**config.mk**
```make
export PLATFORM = sky130hd
export DESIGN_NAME = ahb_interconnect
export DESIGN_NICKNAME = d
export VERILOG_FILES = /design/src/rtl/ahb_pkg.sv /design/src/rtl/ahb_rr_arbiter.sv /design/src/rtl/ahb_interconnect.sv
export SDC_FILE = /design/constraint.sdc
export NUM_CORES = 1
export LEC_CHECK = 0
export ABC_AREA = 1
export ABC_CLOCK_PERIOD_IN_PS = 6000
export CAP_MARGIN = 20
export CORE_AREA = 5 5 423 425
export CTS_CLUSTER_SIZE = 16
export DETAILED_ROUTE_END_ITERATION = 7
export DIE_AREA = 0 0 428 430
export PLACE_DENSITY = 0.36
export SLEW_MARGIN = 20
export SYNTH_ARGS = -nofsm -noshare
export SYNTH_HDL_FRONTEND = slang
export SYNTH_SLANG_ARGS = --single-unit
export TNS_END_PERCENT = 20
```
**constraint.sdc**
```tcl
create_clock -name hclk -period 6 [get_ports hclk]
set_clock_uncertainty 0.05 [all_clocks]
set_input_delay 1.2 -clock hclk [delete_from_list [all_inputs] [get_ports hclk]]
set_output_delay 1.2 -clock hclk [all_outputs]
set_load 0.02 [all_outputs]
```
**src/rtl/ahb_pkg.sv**
```systemverilog
// Shared AHB-Lite encodings and the default-slave error FSM state type
// used by the interconnect and its arbiter.
package ahb_pkg;

   localparam logic [1:0] HTRANS_IDLE   = 2'b00;
   localparam logic [1:0] HTRANS_BUSY   = 2'b01;
   localparam logic [1:0] HTRANS_NONSEQ = 2'b10;
   localparam logic [1:0] HTRANS_SEQ    = 2'b11;

   localparam logic HRESP_OKAY  = 1'b0;
   localparam logic HRESP_ERROR = 1'b1;

   typedef enum logic [1:0] {
      ERR_OKAY,
      ERR_WAIT,
      ERR_LAST
   } err_state_t;

   // NONSEQ and SEQ both carry a real transfer; IDLE and BUSY do not.
   function automatic logic is_active(input logic [1:0] htrans);
      return htrans[1];
   endfunction

endpackage

```
**src/rtl/ahb_rr_arbiter.sv**
```systemverilog
// Round-robin master selection: on an advance strobe, picks the first
// requester after the last grant (wrapping), otherwise holds the last grant.
module ahb_rr_arbiter #(
   parameter int NUM_MASTERS = 2,
   parameter int IDX_W       = $clog2(NUM_MASTERS)
) (
   input  logic [NUM_MASTERS-1:0] i_req,
   input  logic [IDX_W-1:0]       i_last,
   input  logic                   i_advance,
   output logic [IDX_W-1:0]       o_grant
);

   logic w_found;

   // NOTE: every signal driven here gets a default first, so no path can
   // leave it unassigned and infer a latch.
   always_comb begin
      o_grant = i_last;
      w_found = 1'b0;
      if (i_advance) begin
         for (int j = 0; j < NUM_MASTERS; j++) begin
            if (!w_found && i_req[j] && (j > int'(i_last))) begin
               o_grant = IDX_W'(j);
               w_found = 1'b1;
            end
         end
         // Wrap-around pass; lands back on i_last when nobody else asks.
         for (int j = 0; j < NUM_MASTERS; j++) begin
            if (!w_found && i_req[j] && (j <= int'(i_last))) begin
               o_grant = IDX_W'(j);
               w_found = 1'b1;
            end
         end
      end
   end

endmodule

```
**src/rtl/ahb_interconnect.sv**
```systemverilog
// Multi-master AHB-Lite interconnect: round-robin arbitration, address decode,
// data-phase response routing and a two-cycle ERROR default slave.
// Optional master locking is enabled with `define AHB_LOCK_EN.
module ahb_interconnect
   import ahb_pkg::*;
#(
   parameter int NUM_MASTERS = 2,
   parameter int NUM_SLAVES  = 8,
   parameter int ADDR_WIDTH  = 32,
   parameter int DATA_WIDTH  = 32
) (
   input  logic                                   hclk,
   input  logic                                   hresetn,
   input  logic [NUM_MASTERS-1:0][ADDR_WIDTH-1:0] m_haddr_in,
   input  logic [NUM_MASTERS-1:0][DATA_WIDTH-1:0] m_hwdata_in,
   input  logic [NUM_MASTERS-1:0][1:0]            m_htrans_in,
   input  logic [NUM_MASTERS-1:0]                 m_hwrite_in,
   input  logic [NUM_MASTERS-1:0][2:0]            m_hsize_in,
   input  logic [NUM_MASTERS-1:0][2:0]            m_hburst_in,
   input  logic [NUM_MASTERS-1:0][3:0]            m_hprot_in,
   input  logic [NUM_MASTERS-1:0]                 m_hmastlock_in,
   output logic [NUM_MASTERS-1:0][DATA_WIDTH-1:0] m_hrdata_out,
   output logic [NUM_MASTERS-1:0]                 m_hready_out,
   output logic [NUM_MASTERS-1:0]                 m_hresp_out,
   output logic [ADDR_WIDTH-1:0]                  s_haddr_out,
   output logic [DATA_WIDTH-1:0]                  s_hwdata_out,
   output logic [1:0]                             s_htrans_out,
   output logic                                   s_hwrite_out,
   output logic [2:0]                             s_hsize_out,
   output logic [2:0]                             s_hburst_out,
   output logic [3:0]                             s_hprot_out,
   output logic                                   s_hmastlock_out,
   output logic                                   s_hready_out,
   output logic [NUM_SLAVES-1:0]                  s_hsel_out,
   input  logic [NUM_SLAVES-1:0][DATA_WIDTH-1:0]  s_hrdata_in,
   input  logic [NUM_SLAVES-1:0]                  s_hready_in,
   input  logic [NUM_SLAVES-1:0]                  s_hresp_in,
   input  logic [NUM_SLAVES-1:0][ADDR_WIDTH-1:0]  s_base_addr_in,
   input  logic [NUM_SLAVES-1:0][ADDR_WIDTH-1:0]  s_last_addr_in
);

   localparam int MW = $clog2(NUM_MASTERS);
   localparam int SW = (NUM_SLAVES > 1) ? $clog2(NUM_SLAVES) : 1;

   typedef struct packed {
      logic          active;
      logic [MW-1:0] master;
      logic [SW-1:0] slave;
      logic          unmapped;
   } dphase_t;

   logic [MW-1:0]         grant_q;
   dphase_t               dphase_q;
   err_state_t            r_err_state;
   logic                  r_err_hready;
   logic                  r_err_hresp;

   logic [NUM_MASTERS-1:0] w_req;
   logic [MW-1:0]          w_next_grant;
   logic                   w_advance;
   logic                   w_locked;
   logic [NUM_SLAVES-1:0]  w_hsel;
   logic [SW-1:0]          w_sel_idx;
   logic                   w_hit;
   logic                   w_err_start;
   logic                   w_bus_hready;
   logic                   w_bus_hresp;
   logic [DATA_WIDTH-1:0]  w_bus_hrdata;

   // Address phase of the granted master is broadcast to every slave.
   assign s_haddr_out  = m_haddr_in[grant_q];
   assign s_htrans_out = hresetn ? m_htrans_in[grant_q] : HTRANS_IDLE;
   assign s_hwrite_out = m_hwrite_in[grant_q];
   assign s_hsize_out  = m_hsize_in[grant_q];
   assign s_hburst_out = m_hburst_in[grant_q];
   assign s_hprot_out  = m_hprot_in[grant_q];
   assign s_hwdata_out = m_hwdata_in[dphase_q.master];
   assign s_hready_out = w_bus_hready;
   assign s_hsel_out   = hresetn ? w_hsel : '0;

`ifdef AHB_LOCK_EN
   assign w_locked        = m_hmastlock_in[grant_q];
   assign s_hmastlock_out = m_hmastlock_in[grant_q];
`else
   logic w_unused_lock;
   assign w_unused_lock   = ^m_hmastlock_in;
   assign w_locked        = 1'b0;
   assign s_hmastlock_out = 1'b0;
`endif

   always_comb begin
      w_hsel    = '0;
      w_sel_idx = '0;
      w_hit     = 1'b0;
      for (int i = 0; i < NUM_SLAVES; i++) begin
         if (!w_hit && (s_haddr_out >= s_base_addr_in[i]) && (s_haddr_out <= s_last_addr_in[i])) begin
            w_hsel[i] = 1'b1;
            w_sel_idx = SW'(i);
            w_hit     = 1'b1;
         end
      end
   end

   assign w_err_start = is_active(s_htrans_out) && !w_hit;

   always_comb begin
      w_req = '0;
      for (int k = 0; k < NUM_MASTERS; k++) begin
         w_req[k] = is_active(m_htrans_in[k]);
      end
   end

   // BUSY only appears inside a burst, so the grant is held until a true IDLE.
   assign w_advance = w_bus_hready && (s_htrans_out == HTRANS_IDLE) && !w_locked;

   ahb_rr_arbiter #(
      .NUM_MASTERS (NUM_MASTERS),
      .IDX_W       (MW)
   ) u_arbiter (
      .i_req     (w_req),
      .i_last    (grant_q),
      .i_advance (w_advance),
      .o_grant   (w_next_grant)
   );

   // NOTE: state registers use non-blocking assignments so every flop samples
   // pre-edge values regardless of block ordering.
   always_ff @(posedge hclk or negedge hresetn) begin
      if (!hresetn) begin
         grant_q  <= '0;
         dphase_q <= '0;
      end else begin
         grant_q <= w_next_grant;
         if (w_bus_hready) begin
            dphase_q.active   <= is_active(s_htrans_out);
            dphase_q.master   <= grant_q;
            dphase_q.slave    <= w_sel_idx;
            dphase_q.unmapped <= !w_hit;
         end
      end
   end

   // Default slave: loaded alongside dphase_q, so its outputs line up with
   // the first data-phase cycle of an unmapped transfer.
   always_ff @(posedge hclk or negedge hresetn) begin
      if (!hresetn) begin
         r_err_state  <= ERR_OKAY;
         r_err_hready <= 1'b1;
         r_err_hresp  <= HRESP_OKAY;
      end else begin
         case (r_err_state)
            ERR_WAIT: begin
               r_err_state  <= ERR_LAST;
               r_err_hready <= 1'b1;
               r_err_hresp  <= HRESP_ERROR;
            end
            default: begin
               if (w_bus_hready) begin
                  if (w_err_start) begin
                     r_err_state  <= ERR_WAIT;
                     r_err_hready <= 1'b0;
                     r_err_hresp  <= HRESP_ERROR;
                  end else begin
                     r_err_state  <= ERR_OKAY;
                     r_err_hready <= 1'b1;
                     r_err_hresp  <= HRESP_OKAY;
                  end
               end
            end
         endcase
      end
   end

   always_comb begin
      w_bus_hready = 1'b1;
      w_bus_hresp  = HRESP_OKAY;
      w_bus_hrdata = '0;
      if (dphase_q.active) begin
         if (dphase_q.unmapped) begin
            w_bus_hready = r_err_hready;
            w_bus_hresp  = r_err_hresp;
         end else begin
            w_bus_hready = s_hready_in[dphase_q.slave];
            w_bus_hresp  = s_hresp_in[dphase_q.slave];
            w_bus_hrdata = s_hrdata_in[dphase_q.slave];
         end
      end
   end

   // Non-granted masters see HREADY low, which keeps their address phase held.
   always_comb begin
      m_hready_out = '0;
      m_hresp_out  = '0;
      m_hrdata_out = '0;
      for (int k = 0; k < NUM_MASTERS; k++) begin
         if ((MW'(k) == grant_q) || (MW'(k) == dphase_q.master)) begin
            m_hready_out[k] = w_bus_hready;
         end
         if (MW'(k) == dphase_q.master) begin
            m_hresp_out[k]  = w_bus_hresp;
            m_hrdata_out[k] = w_bus_hrdata;
         end
      end
   end

endmodule

```
# After elaboration in Yosys (flattened, before gate mapping)
# Index checks and enable logic that the tools add are counted.
# totals
ff_bits	11
in_bits	942
out_inout_bits	155
# classes
n_bitwise	2
n_lt_le_gt_ge	21
n_mux	72
n_eq_ne	1
n_reduce_logical	37
# op_table
operator	n
$mux W32	9
$ge A32 B32 Y1	8
$le A32 B32 Y1	8
$bmux W32 S3	1
$mux W1	42
$mux W3	8
$logic_and A1 B1 Y1	21
$mux W2	7
$logic_not A1 Y1	10
$mux W4	2
$mux W8	1
$bmux W1 S3	2
$lt A1 B2 Y1 const B	2
$lt A3 B4 Y1 const B	1
$reduce_bool A3 Y1	1
$eq A2 B1 Y1 const B	1
$logic_not A2 Y1	1
$logic_or A1 B1 Y1	2
$not A1 Y1	2
$reduce_and A2 Y1	1
$reduce_bool A2 Y1	1
$gt A1 B1 Y1 const A	1
$le A1 B1 Y1 const A	1

# Logic depth before layout (Yosys ltp)
# Gate-level depths: netlist (run 1).
# depth
word_depth	38
mapped_depth	25
ltp_nobuf	23

# By module
# From an unflattened synthesis (run 1), not the netlist that was laid out.
# hier_totals
cells_unflattened	2948
area_unflattened_um2	17245.3
# modules_own_cells
module	seq_area_each_um2	instances	cells_per_inst	area_each_um2
ahb_interconnect	276.5	1	2942	17221.5
ahb_rr_arbiter	0.0	1	6	23.8

# Worst setup path after synthesis (run 1)
# OpenSTA, ideal clock, no wires.
# synth_timing
path_kind	input to output
from	input m_haddr_in[0] (netlist bit)
to	output s_hsel_out[7]
required_ns	4.750
slack_ns	0.599
path_buffers	0
arrival_time_ns	4.151
cell_stages	20
cell_sequence	o21ai_0 ha_1 inv_1 nand2_1 nand2_1 nand2_1 nand2_1 nand2_1 nand2_1 nand2_1 nand2_1 nand2_1 nand2_1 nor2_1 o21ai_4 nor3_4 nand3_2 nor2_4 nand2_2 nor2_1
# synth_between
elab_chain_cells	34
elab_cells_between_ends	49
cone_classes	order compare (16); mux (11); reduce/logical (22)
# synth_lines
item	line_no	text
start: declaration	ahb_interconnect.sv:14	input logic [NUM_MASTERS-1:0][ADDR_WIDTH-1:0] m_haddr_in,
$mux W32 (not written as such) * (2 in series)	ahb_interconnect.sv:71	assign s_haddr_out = m_haddr_in[grant_q];
$ge A32 B32 Y1 / $le A32 B32 Y1 (equally long branches)	ahb_interconnect.sv:96	if (!w_hit && (s_haddr_out >= s_base_addr_in[i]) && (s_haddr_out <= s_last_addr_in[i])) begin
$logic_and A1 B1 Y1	ahb_interconnect.sv:96	
$mux W1	ahb_interconnect.sv:96	
$logic_not A1 Y1	ahb_interconnect.sv:96	
$logic_and A1 B1 Y1 (2 in series)	ahb_interconnect.sv:96	
$mux W1	ahb_interconnect.sv:96	
$logic_not A1 Y1	ahb_interconnect.sv:96	
[15 not listed]	--	
$logic_not A1 Y1	ahb_interconnect.sv:96	
$logic_and A1 B1 Y1 (2 in series)	ahb_interconnect.sv:96	
$mux W1	ahb_interconnect.sv:96	
$logic_not A1 Y1	ahb_interconnect.sv:96	
$logic_and A1 B1 Y1	ahb_interconnect.sv:96	
$logic_and A1 B1 Y1 *	ahb_interconnect.sv:96	
$mux W1 *	ahb_interconnect.sv:96	
$mux W8 *	ahb_interconnect.sv:79	assign s_hsel_out = hresetn ? w_hsel : '0;
end: declaration	ahb_interconnect.sv:34	output logic [NUM_SLAVES-1:0] s_hsel_out,
# Mark *: on every way between the ends. The rest lies on a longest branch, timed or not. The select of a mux whose other input is x is not followed.

# Worst setup path in the final report (run 1)
# layout_timing
from	input m_haddr_in[29] (netlist bit)
to	output s_hsel_out[5]
# layout_between
elab_chain_cells	26
elab_cells_between_ends	37
cone_classes	order compare (12); mux (9); reduce/logical (16)
# layout_lines
item	line_no
$mux W32 (not written as such) * (2 in series)	ahb_interconnect.sv:71
$ge A32 B32 Y1 / $le A32 B32 Y1 (equally long branches)	ahb_interconnect.sv:96
$logic_and A1 B1 Y1	ahb_interconnect.sv:96
$mux W1	ahb_interconnect.sv:96
$logic_not A1 Y1	ahb_interconnect.sv:96
$logic_and A1 B1 Y1 (2 in series)	ahb_interconnect.sv:96
$mux W1	ahb_interconnect.sv:96
$logic_not A1 Y1	ahb_interconnect.sv:96
[7 not listed]	--
$logic_not A1 Y1	ahb_interconnect.sv:96
$logic_and A1 B1 Y1 (2 in series)	ahb_interconnect.sv:96
$mux W1	ahb_interconnect.sv:96
$logic_not A1 Y1	ahb_interconnect.sv:96
$logic_and A1 B1 Y1	ahb_interconnect.sv:96
$logic_and A1 B1 Y1 *	ahb_interconnect.sv:96
$mux W1 *	ahb_interconnect.sv:96
$mux W8 *	ahb_interconnect.sv:79
# Marked as above.

==> out/qor.txt, run 1 <==
status: finished clean
1st-iter DRT viols: 924
Synth Cell Area: 0.0173 mm²
cell area after layout: 0.0323 mm²
Hold Vio Cnt, Final: 0
IO buf count: 1093
ratio of cells with drive above 1 in the final layout: 4.26%
Max Fclk: 0.174 GHz
cts bufs inserted: 3
yosys warns: 0
Worst Setup Start Kind: primary input
Most Frequent Cell on Critical Path: nand2_1
CP cell instances: clkdlybuf4s50_1 -> nand2_1 -> nand2_1 -> buf_12 -> ha_1 -> nand4_1 -> inv_1 -> nand2_1 -> nor4_1 -> buf_4 -> nand4_1 -> nand3_1 -> nand2_1 -> buf_12 -> nand3b_1 -> nor2_1 -> buf_4
Gate Count Post-Synth: 2897
clock sinks: 11
DP Wirelength: 124 mm
num ports: 1097
die area: 0.184 mm²
pwr dens: 304 mW/mm²
ranking of synthesized cells by area: ha_1, nand2_1, inv_1
cell family contributing the most delay on the critical path: simple AND/OR/NAND/NOR gates
Post-synth EDFFs: 0
core area: 0.175 mm²
worst hold path type: register to register
# nets final: 5488
GRT Total Usage: 14.3%
max-slew violations: 0
Root Driver: clkbuf_16
Final ANT Viol Nets: 0
Area Overhead vs Synth: 86.5%
Initial Util: 9.91%
Maximum Capacitance Violations: 0
CTS tree: built
DRC: 0
top_reg_cell synth: dfrtp_1
final wirelength: 139 mm
Crit Path Category: primary input to output pin
Crit path required time: 4.75 ns
Distinct cells, synth: 47
cell type with the highest aggregate area in the netlist: ha_1
CP Capture Type: output pin
largest net degree at the start of global routing: 71
syn avg cell area: 5.98 µm²
Slew @ Worst Pin: 0.898 ns
Synth Net Count: 4351
Die W: 428 µm
vias: 23100
min Tclk post-route: 5.73 ns
CTS max path bufs: 2
Pleak: 15.8 nW
RD Place Congestion: 0.866
H-tree Lvls: 1
Clock Pin Slew Worst Setup and Hold Paths: 0.04 ns
worst vdd ir: 0.210 mV
Final Cycle Share: 95.5%
CP max-delay cell: nor4_1
vias in the first global route: 23800
worst rel slew slack: 40.1%
WL per Instance: 21.8 µm
initial antenna violation count: 38
Yosys top cell area share: 37.0%
Fill cells: 20200
Vias/cell: 3.61
Clock Latency Late Sink: 0.24 ns
hold_buf cts: 0
CP arrival: 4.48 ns
critical path peak fanout: 17
Die Y: 430 µm
gr ovfl total: 0
post-synthesis sequential area ratio: 1.60%
Initial DRT Pass Iterations: 5
register bit count reported by yosys: 11
final cell count without fillers: 6392
Synth async-reset ratio: 100%
Area after DPL: 0.0322 mm²
# setup viols final: 0
first-pass GRT wire length: 187 mm
slowest cell delay on critical path: 0.48 ns
dpl cells: 6370
Cell Rows: 154
CP bufs+invs: 6
-- where the power goes --
part	leakage, nW	internal, mW	switching [mW]
logic	15.6	3.77	5.66
clock network	0.0383	0.0891	0.0315
registers	0.133	0.113	0.157
total	15.8	3.97	5.85
-- cells in the final DEF, fill, tap and decap left out, drive strengths merged, types with 5 or more instances in the layout --
cell / n
o21ai: 150
nand3: 50
a21oi: 250
o221ai: 34
nor4: 11
inv: 608
clkdlybuf4s50: 1084
mux2i: 34
nor2: 330
o32ai: 34
diode: 19
buf: 126
o21a: 13
a21o: 5
nand4: 48
ha: 512
o211ai: 53
nand2: 627
nor3: 23
clkinv: 6
dfrtp: 10
-- cells by family after synthesis --
kind of cell,count (synthesis),synth area share (%)
compound gates,552,18.8
flops,11,1.60
mux,34,1.96
simple gates,1095,25.6
fa+ha+maj,512,37.0
other cells,1,0.0216
buf+inv,692,15.1
-- final cells by class --
type	instances	area [µm²]	area share [%]
Inverter	614	2310	7.14
Multi-Input combinational cell	2194	14500	44.8
Tap cell	2340	2930	9.06
Clock buffer	4	78.8	0.244
Sequential cell	11	290	0.898
Timing Repair Buffer	1210	12200	37.7
Antenna cell	19	47.5	0.147
-- cell usage after synthesis, types with 47 or more instances --
| master | count |
|---|---|
| nand2_1 | 621 |
| clkbuf_1 | 56 |
| nand3_1 | 47 |
| inv_1 | 604 |
| nand4_1 | 48 |
| a21oi_1 | 247 |
| o211ai_1 | 53 |
| ha_1 | 512 |
| o21ai_0 | 135 |
| nor2_1 | 328 |
-- routing by layer --
metal  up-vias  GRT usage, %  share of wire, %
met3        88          1.89               3.9
li1      11800             -                 -
met5         -             0             0.039
met2       649          30.3                58
met1     10500          15.0                37
met4         8          1.99               1.4
-- metrics by stage --
step | total power, mW | worst slack, ns | utilization (%) | TNS [ns] | hold WS, ns
after floorplan | 5.08 | 0.599 | - | 0 | 0.416
final | 9.82 | 0.269 | 18.5 | 0 | 0.450
after detailed placement | 10.0 | -0.154 | 18.4 | -0.458 | 0.447
after global placement | 9.94 | -0.157 | 18.4 | -0.471 | 0.445
after global routing | 11.0 | -0.00208 | 18.5 | -0.00208 | 0.476
after CTS | 10.2 | 0.00997 | 18.5 | 0 | 0.458
-- state kept, by name (all words and copies together) (netlist names) --
signal        count
dphase_q          6
grant_q           1
r_err_hready      1
r_err_hresp       1
r_err_state       2
-- path summary, 6_finish.rpt --
path                                     start             end  slack, ns  cells past startpoint
worst max-delay path            m_haddr_in[29]   s_hsel_out[5]       0.27                     17
worst min-delay path            r_err_state[0]  r_err_state[0]       0.45                      2
worst max register to register         grant_q     dphase_q[1]       1.73                     22
worst min register to register  r_err_state[0]  r_err_state[0]       0.45                      2
max in group asynchronous              hresetn    r_err_hready       4.09                      2
min in group asynchronous              hresetn  r_err_state[1]       1.58                      2
-- worst reg2reg max path: cells and delay by family (launching register included) --
kind                     cells  cell delay (ns)
AND/OR/NAND/NOR             12             1.82
flip-flops                   1             0.59
adder cells (fa/ha/maj)      1             0.20
buffers and inverters        6             1.24
AO/OA/AOI/OAI                3             0.26
-- repair_timing --
action | 4_1_cts | 5_1_grt
endpoints found under the hold margin | 0 | 0
setup buffers | 0 | 0
pin swaps | 0 | 2
gates resized for setup | 2 | 3
cloned | 0 | 0
setup endpoints to repair | 5 | 3
Power figures use the tool's default switching activity.
==> run 2: changes to the inputs <==
Settings changed: CTS_CLUSTER_SIZE 16 to default.
==> results of run 2 <==
No change in the layout: final DEF, timing and power equal those of run 1.
